===== config.mk =====
export PLATFORM = sky130hd
export DESIGN_NAME = instr_readout
export DESIGN_NICKNAME = d
export VERILOG_FILES = /design/src/rtl/instr_readout.sv
export SDC_FILE = /design/constraint.sdc
export NUM_CORES = 1
export LEC_CHECK = 0
export CAP_MARGIN = 10
export CORE_MARGIN = 5
export CORE_UTILIZATION = 40
export DETAILED_ROUTE_END_ITERATION = 10
export GPL_TIMING_DRIVEN = 0
export PLACE_DENSITY_LB_ADDON = 0.3
export SYNTH_ARGS = -nofsm -noshare
export SYNTH_HDL_FRONTEND = slang
export SYNTH_SLANG_ARGS = --single-unit
export TNS_END_PERCENT = 100

===== constraint.sdc =====
create_clock -name clk -period 2.05 [get_ports clk]
set_input_delay 0.205 -clock clk [delete_from_list [all_inputs] [get_ports clk]]
set_output_delay 0.205 -clock clk [all_outputs]
set_load 0.1 [all_outputs]

===== src/rtl/instr_readout.sv =====
// Read-out stage for the instruction register: streams a wrapping address range on valid/ready.
// Define INSTR_READOUT_CHECK_EN to build the opcode/operand result checker.

package instr_readout_pkg;
   localparam int unsigned OpW      = 4;
   localparam int unsigned OperandW = 8;
   localparam int unsigned ResultW  = 16;

   typedef logic [OpW-1:0]      opcode_t;
   // Operands are zero-extended into the result width before any arithmetic.
   typedef logic [OperandW-1:0] operand_t;
   typedef logic [ResultW-1:0]  result_t;
   typedef logic [4:0]          address_t;

   typedef struct packed {
      opcode_t  op;
      operand_t a;
      operand_t b;
      result_t  res;
   } instruction_t;

   localparam opcode_t OpZero  = 4'd0;
   localparam opcode_t OpPassA = 4'd1;
   localparam opcode_t OpPassB = 4'd2;
   localparam opcode_t OpAdd   = 4'd3;
   localparam opcode_t OpSub   = 4'd4;
   localparam opcode_t OpMult  = 4'd5;
   localparam opcode_t OpDiv   = 4'd6;
   localparam opcode_t OpMod   = 4'd7;
endpackage

module instr_readout
   import instr_readout_pkg::*;
#(
   parameter int unsigned DEPTH = 32,
   parameter int unsigned CNT_W = 6,
   localparam int unsigned AW = $clog2(DEPTH)
) (
   input  logic             clk,
   input  logic             reset,
   input  logic             start,
   input  logic [AW-1:0]    start_addr,
   input  logic [CNT_W-1:0] num_words,
   output logic [AW-1:0]    read_pointer,
   input  instruction_t     instruction_word,
   output logic             out_valid,
   input  logic             out_ready,
   output instruction_t     out_instr,
   output logic [AW-1:0]    out_addr,
   output logic             out_mismatch,
   output logic             busy,
   output logic             done,
   output logic [CNT_W-1:0] err_count
);

   localparam logic [1:0] StIdle  = 2'd0;
   localparam logic [1:0] StRun   = 2'd1;
   localparam logic [1:0] StDrain = 2'd2;
   localparam logic [1:0] StFin   = 2'd3;

   logic [1:0]       state_q, state_d;
   logic [AW-1:0]    rp_q, rp_d;
   logic [CNT_W-1:0] rem_q, rem_d;
   logic             valid_q, valid_d;
   instruction_t     instr_q, instr_d;
   logic [AW-1:0]    addr_q, addr_d;
   logic             capture;
   logic             launch;

   assign launch = (state_q == StIdle) && start && (num_words != '0);

   always_comb begin
      state_d = state_q;
      rp_d    = rp_q;
      rem_d   = rem_q;
      valid_d = valid_q;
      instr_d = instr_q;
      addr_d  = addr_q;
      capture = 1'b0;
      case (state_q)
         StIdle: begin
            if (start) begin
               if (num_words != '0) begin
                  state_d = StRun;
                  rp_d    = start_addr;
                  rem_d   = num_words;
               end else begin
                  state_d = StFin;
               end
            end
         end
         StRun: begin
            capture = !valid_q || out_ready;
            if (capture) begin
               instr_d = instruction_word;
               addr_d  = rp_q;
               valid_d = 1'b1;
               rp_d    = rp_q + 1'b1;
               rem_d   = rem_q - 1'b1;
               if (rem_q == CNT_W'(1)) state_d = StDrain;
            end
         end
         StDrain: begin
            // out_valid is always high here; only the final handshake is pending.
            if (out_ready) begin
               valid_d = 1'b0;
               state_d = StFin;
            end
         end
         StFin:   state_d = StIdle;
         default: state_d = StIdle;
      endcase
   end

   always_ff @(posedge clk) begin
      if (reset) begin
         state_q <= StIdle;
         rp_q    <= '0;
         rem_q   <= '0;
         valid_q <= 1'b0;
         instr_q <= '0;
         addr_q  <= '0;
      end else begin
         state_q <= state_d;
         rp_q    <= rp_d;
         rem_q   <= rem_d;
         valid_q <= valid_d;
         instr_q <= instr_d;
         addr_q  <= addr_d;
      end
   end

   assign read_pointer = rp_q;
   assign out_valid    = valid_q;
   assign out_instr    = instr_q;
   assign out_addr     = addr_q;
   assign busy         = (state_q != StIdle);
   assign done         = (state_q == StFin);

`ifdef INSTR_READOUT_CHECK_EN
   logic             mism_q, mism_d;
   logic [CNT_W-1:0] err_q, err_d;

   // Case inequality makes any X/Z in the stored result count as a mismatch.
   function automatic logic result_mismatch(input instruction_t w);
      result_t a, b, expv;
      logic    div0, legal;
      a     = result_t'(w.a);
      b     = result_t'(w.b);
      expv  = '0;
      div0  = (w.b == '0);
      legal = 1'b1;
      case (w.op)
         OpZero:  expv = '0;
         OpPassA: expv = a;
         OpPassB: expv = b;
         OpAdd:   expv = a + b;
         OpSub:   expv = a - b;
         OpMult:  expv = a * b;
         OpDiv:   expv = div0 ? '0 : a / b;
         OpMod:   expv = div0 ? '0 : a % b;
         default: legal = 1'b0;
      endcase
      if (!legal) return 1'b1;
      if (((w.op == OpDiv) || (w.op == OpMod)) && div0) return 1'b0;
      return (w.res !== expv);
   endfunction

   always_comb begin
      mism_d = mism_q;
      err_d  = err_q;
      if (launch) begin
         err_d = '0;
      end else if (capture) begin
         mism_d = result_mismatch(instruction_word);
         if (mism_d && (err_q != '1)) err_d = err_q + 1'b1;
      end
   end

   always_ff @(posedge clk) begin
      if (reset) begin
         mism_q <= 1'b0;
         err_q  <= '0;
      end else begin
         mism_q <= mism_d;
         err_q  <= err_d;
      end
   end

   assign out_mismatch = mism_q;
   assign err_count    = err_q;
`else
   assign out_mismatch = 1'b0;
   assign err_count    = '0;
`endif

endmodule


==> results of run 1 <==
==> metrics by stage <==
| stage | hold WS (ns) | setup TNS [ns] | setup slack (ns) |
|---|---|---|---|
| after CTS | 0.4368 | 0 | 0.01785 |
| after global placement | 0.4409 | -0.08878 | -0.08878 |
| after detailed placement | 0.4455 | -0.1140 | -0.1140 |
| final | 0.4458 | 0 | 0.05605 |
| after global routing | 0.4484 | 0 | 0.0009510 |
| after floorplan | 0.3410 | 0 | 0.1146 |
==> cell families (layout without fill, tap and decap cells) <==
group                      count (synthesis)  count (layout)  synth area share
and+or+nand+nor                          126             126            0.2274
AOI/OAI and AO/OA                         80              80            0.2013
DFF                                       55              55            0.4418
buffers and inverters                     34             141           0.07530
adders and majority gates                  8               8           0.04016
muxes                                      3               3           0.01255
other                                      1               7          0.001505
==> power by group <==
group	total, mW	internal (mW)	switching [mW]
Combinational	4.07	1.05	3.02
Sequential	1.61	1.39	0.221
Clock	0.619	0.278	0.341
==> metal layers <==
metal / up-vias / wire, um / GRT usage
met2: 69 / 3268 / 0.2949
li1: 1249 / - / -
met3: 2 / 561 / 0.03871
met4: 0 / 18 / 0.02030
met5: - / 0 / 0
met1: 1084 / 2784 / 0.2044
==> path summary, 6_finish.rpt <==
check                           start            to  slack (ns)
hold reg to reg           out_addr[3]   out_addr[3]        0.46
setup reg to reg           state_q[1]      rem_q[5]        0.15
setup / recovery          out_addr[1]   out_addr[1]        0.06
hold / removal    instruction_word[0]  out_instr[0]        0.45
==> timing repair <==
item | CTS | global route
endpoints found under the hold margin | 0 | 0
resized for setup | 9 | 6
setup endpoints to repair | 7 | 6
==> final cells by class <==
| type | instances | area (um^2) |
|---|---|---|
| Inverter | 9 | 37.54 |
| Clock inverter | 1 | 8.758 |
| Multi-Input combinational cell | 224 | 1226 |
| Timing Repair Buffer | 99 | 999.7 |
| Sequential cell | 55 | 1104 |
| Fill cell | 540 | 2281 |
| Tap cell | 75 | 93.84 |
| Buffer | 25 | 153.9 |
| Clock buffer | 7 | 86.33 |
==> flip-flops by register name (all words and copies together) (netlist names) <==
signal        cells
state_q           2
out_valid         1
out_instr        36
out_addr          5
read_pointer      5
rem_q             6
==> cell usage after synthesis (2+ instances only) <==
cell      count  area [um^2]
and2_1        3        18.77
buf_2         6        30.03
nand2_1      88        330.3
o311ai_0      7        61.31
ha_1          8        100.1
inv_1         9        33.78
mux2i_1       2        20.02
clkbuf_1      7        26.28
a31oi_1       2        12.51
a311oi_2      2        30.03
dfxtp_1      55         1101
nor2b_1       3        18.77
nor3_1        3        15.01
buf_1         2        7.510
a21oi_1      52        260.3
buf_4         7        52.55
and3_1        3        18.77
nor2_1       10        37.54
o31ai_1       7        52.55
nand3_1       4        20.02
nand2b_1      2        12.51
or2_2         2        12.51
==> tightest hold or removal path: stages <==
cell and delay (ns):
clkdlybuf4s50_1 0.40, nand2_1 0.06, a21oi_1 0.05
==> results.md, run 1 <==
* HPWL after detailed placement at 5076 um
* Critical path startpoint category: flop
* Final cell count without fillers at 495
* YS warnings at 0
* Clock buffer depth at 2
* Clk slew on worst S/H paths at 0.10 ns
* CTS H-tree lvls at 2
* Critical path data required time at 1.85 ns
* Largest net degree at the start of global routing at 17
* Vias/cell at 4.857
* Post-DP Area at 3606 um^2
* Worst hold path stage count at 3
* Final setup fails at 0
* Worst path buffer plus inverter count at 1
* Row count at 28
* IO Count at 107
* Crit-path cells: clkdlybuf4s50_1
* Most frequent cells in the layout: 88 x nand2_1, 86 x clkdlybuf4s50_1, 53 x dfxtp_1, 52 x a21oi_1, 10 x nor2_1
* DRC violations left at 0
* Main synth FF type: dfxtp_1
* CTS Buf Count at 5
* Post-synthesis cell count at 307
* Delay-heaviest family, CP: buffers and inverters
* Min cycle time layout at 1.994 ns
* Yosys cell types at 45
* Crit Path Max Fanout at 2
* Clock skew at 0.006654 ns
* GR Overflow Total at 0
* CP endpoint kind: output pin
* HP Class: input pin to flop
* Sequential area share after synthesis at 0.4418
* Post-CTS setup buffers at 0
* All-layer global routing usage at 0.1635
* Vias in the first global route at 2291
* Pleak at 1.511 nW
* Unrepaired setup endpoints after global routing: false
* Critical path depth at 1
* Die width at 88.94 um
* Synthesized area at 2492 um^2
* Post-route clock period utilization at 0.9727
* Power, Total at 6.294 mW
* WL final at 6633 um
* Peak supply drop at 0.0008566 V
* Register bit count reported by yosys at 55
* Most common cell after layout, fill and taps aside: nand2_1
* N_diodes at 0
* Pre-Repair DR Iteration Count at 4
* Worst EP arrival at 1.79 ns
* Worst-Margin Slew at 0.9962 ns
* Initial antenna violation count at 0
* Hold Fails Final Rpt at 0
* Die span in y at 88.94 um
* Setup Crit Path Kind: flop to output pin
* Die area at 7909 um^2
* Syn Area/Cell at 8.119 um^2
* FMAX at 0.5015 GHz
* Initial Util at 0.4160
* Core area at 5991 um^2
* Pwr Density at 1697 nW/um^2
* Max_cap viols at 0
* Placed cell count at 487
* Root Buffer: clkbuf_8
* Status: complete, no violations
* # clock sinks at 55
* Global-route wire length before repair at 10530 um
* Relative slew slack at 0.3338
* CTS hold repair buffers at 0
* Via Count at 2404
* WL/cell at 13.40 um
* Share of cells above drive strength 1 at 0.08810
* Post-Route Utilization at 0.6193
* ANT nets after route at 0
* Ys async rst share at 0
* TritonCTS clock tree: done
* Final #Nets at 478
* Slowest stage cell, crit path: clkdlybuf4s50_1
* Final count of pins violating max slew at 0
* CP max stage delay at 1.15 ns
* Area Growth Syn to Fin at 48.85%
* Starting DRT DRC Count at 87
* Reg2reg path depth at 7
* Worst-skew pair later-pin latency at 0.29 ns
* Fin area at 3710 um^2
* Routability cong. at 0.7962
* PortBufs at 99
* Number of synthesized flops with an enable pin at 0
Power figures use the tool's default switching activity.
==> run 2, diff against run 1 <==
Settings changed: CTS_CLUSTER_DIAMETER set to 150.
==> results of run 2 <==
Same layout as run 1: the final DEF is identical, and so are final timing and power.
==> run 3, diff against run 2 <==
Settings changed: CORE_UTILIZATION 40 to 38.
Clock period 2.05 ns to 1.7 ns, I/O delays scaled along.
==> results.md, run 3 (synthesis results as in run 1) <==
* Delay-heaviest family, CP: buffers and inverters
* Flip-flop count of the largest register after layout at 36
* Critical path startpoint category: flop
* Starting DRT DRC Count at 114
* Die width at 90.99 um
* Status: complete, no violations
* Most common cell after layout, fill and taps aside: nand2_1
* Setup Crit Path Kind: flop to output pin
* Global-route wire length before repair at 11750 um
* ANT nets after route at 0
* PortBufs at 99
* Fillers at 563
* Largest net degree at the start of global routing at 18
* Min cycle time layout at 1.683 ns
* Clock buffer depth at 2
* TritonCTS clock tree: done
* Core area at 6350 um^2
* CTS H-tree lvls at 2
* Via Count at 2512
* CTS hold repair buffers at 0
* Clk slew on worst S/H paths at 0.10 ns
* Clock skew at 0.009991 ns
* Final #Nets at 483
* N_diodes at 0
* DRC violations left at 0
* Row count at 29
* Worst-skew pair later-pin latency at 0.31 ns
* Worst-Margin Slew at 0.9770 ns
* Final cell count without fillers at 502
* Die span in y at 90.99 um
* All-layer global routing usage at 0.1668
* Hold Fails Final Rpt at 0
* Share of cells above drive strength 1 at 0.2000
* Fin Setup TNS at 0 ns
* Hold slack at 0.4004 ns
* HPWL after detailed placement at 5177 um
* Vias/cell at 5.004
* Critical path data required time at 1.53 ns
* Relative slew slack at 0.3512
* Pwr Density at 2071 nW/um^2
* WL/cell at 14.27 um
* CTS Buf Count at 5
* # clock sinks at 55
* Peak supply drop at 0.001081 V
* Register Area at 1117 um^2
* Most frequent cells in the layout: 87 x nand2_1, 52 x a21oi_1, 50 x clkdlybuf4s50_1, 48 x dfxtp_1, 23 x clkdlybuf4s15_1
* Internal power at 3.397 mW
* CP endpoint kind: output pin
* DP Worst Slack at -0.4290 ns
* Hold path startpoint: instruction_word[3]
* Combinational power share at 0.656
* Initial Util at 0.3925
* IO Count at 107
* Worst path buffer plus inverter count at 1
* Final setup fails at 0
* CP startpoint: out_instr[31]
* Pleak at 1.516 nW
* FMAX at 0.5942 GHz
* Routability cong. at 0.8130
* Clock share of power at 0.093
* Crit Path Max Fanout at 2
* Die area at 8278 um^2
* Area Growth Syn to Fin at 54.57%
* Sequential share of power at 0.252
* NetSw at 4.582 mW
* Post-Route Utilization at 0.6067
* Crit-path cells: dlygate4sd2_1
* GR Overflow Total at 0
* CP max stage delay at 0.86 ns
* Pre-Repair DR Iteration Count at 4
* Placed cell count at 489
* Sw frac at 0.5743
* Final count of pins violating max slew at 0
* Max_cap viols at 0
* Vias in the first global route at 2464
* Worst r2r src: state_q[1]
* Worst EP arrival at 1.51 ns
* Root Buffer: clkbuf_8
* Post-route clock period utilization at 0.9899
* Slowest stage cell, crit path: dlygate4sd2_1
* Post-route setup slack at 0.01717 ns
* Initial antenna violation count at 0
* Area of the multi-input gates at 1363 um^2
* HP Class: input pin to flop
* WL final at 7166 um
==> run 3: through the flow <==
stage	total power [mW]	area [um^2]
after global routing	8.419	3852
after detailed placement	6.954	3620
final	7.979	3852
after floorplan	5.790	2532
after CTS	7.771	3767
after global placement	6.900	3620
==> run 3: metal layers <==
metal	track usage	vias to the layer above	wire length [um]
met1	0.2187	1151	3125
met2	0.2734	92	3440
li1	-	1261	-
met5	0	-	0
met3	0.04545	8	537
met4	0.04034	0	63
==> run 3: area by class of cell <==
type / instances / area share
multi-input cells: 224 / 0.3537
flip-flops and latches: 55 / 0.2900
repair buffers: 104 / 0.2540
plain buffers: 25 / 0.04482
well taps: 77 / 0.02501
clock buffers: 5 / 0.01786
inverters: 9 / 0.009743
clock inverters: 3 / 0.004872
==> run 3: final timing paths <==
check        cells past startpoint  slack, ns         endpoint
max                              1       0.02    out_instr[31]
min                              3       0.40     out_instr[3]
max reg2reg                      8       0.05  read_pointer[3]
min reg2reg                      2       0.46    out_instr[15]
==> run 3: what timing repair did <==
action,4_1_cts,5_1_grt
gates cloned,0,1
pin swaps,2,3
resized for setup,97,60
setup buffers,2,2
setup endpoints to repair,99,85
==> run 3: power by group through the flow <==
| stage | Clock (mW) | Sequential, mW | Combinational, mW |
|---|---|---|---|
| after global routing | 0.803 | 2.07 | 5.55 |
| after CTS | 0.760 | 1.97 | 5.04 |
| after detailed placement | 0 | 1.99 | 4.96 |
| after global placement | 0 | 1.98 | 4.92 |
| after floorplan | 0 | 4.06 | 1.73 |
| final | 0.740 | 2.01 | 5.23 |
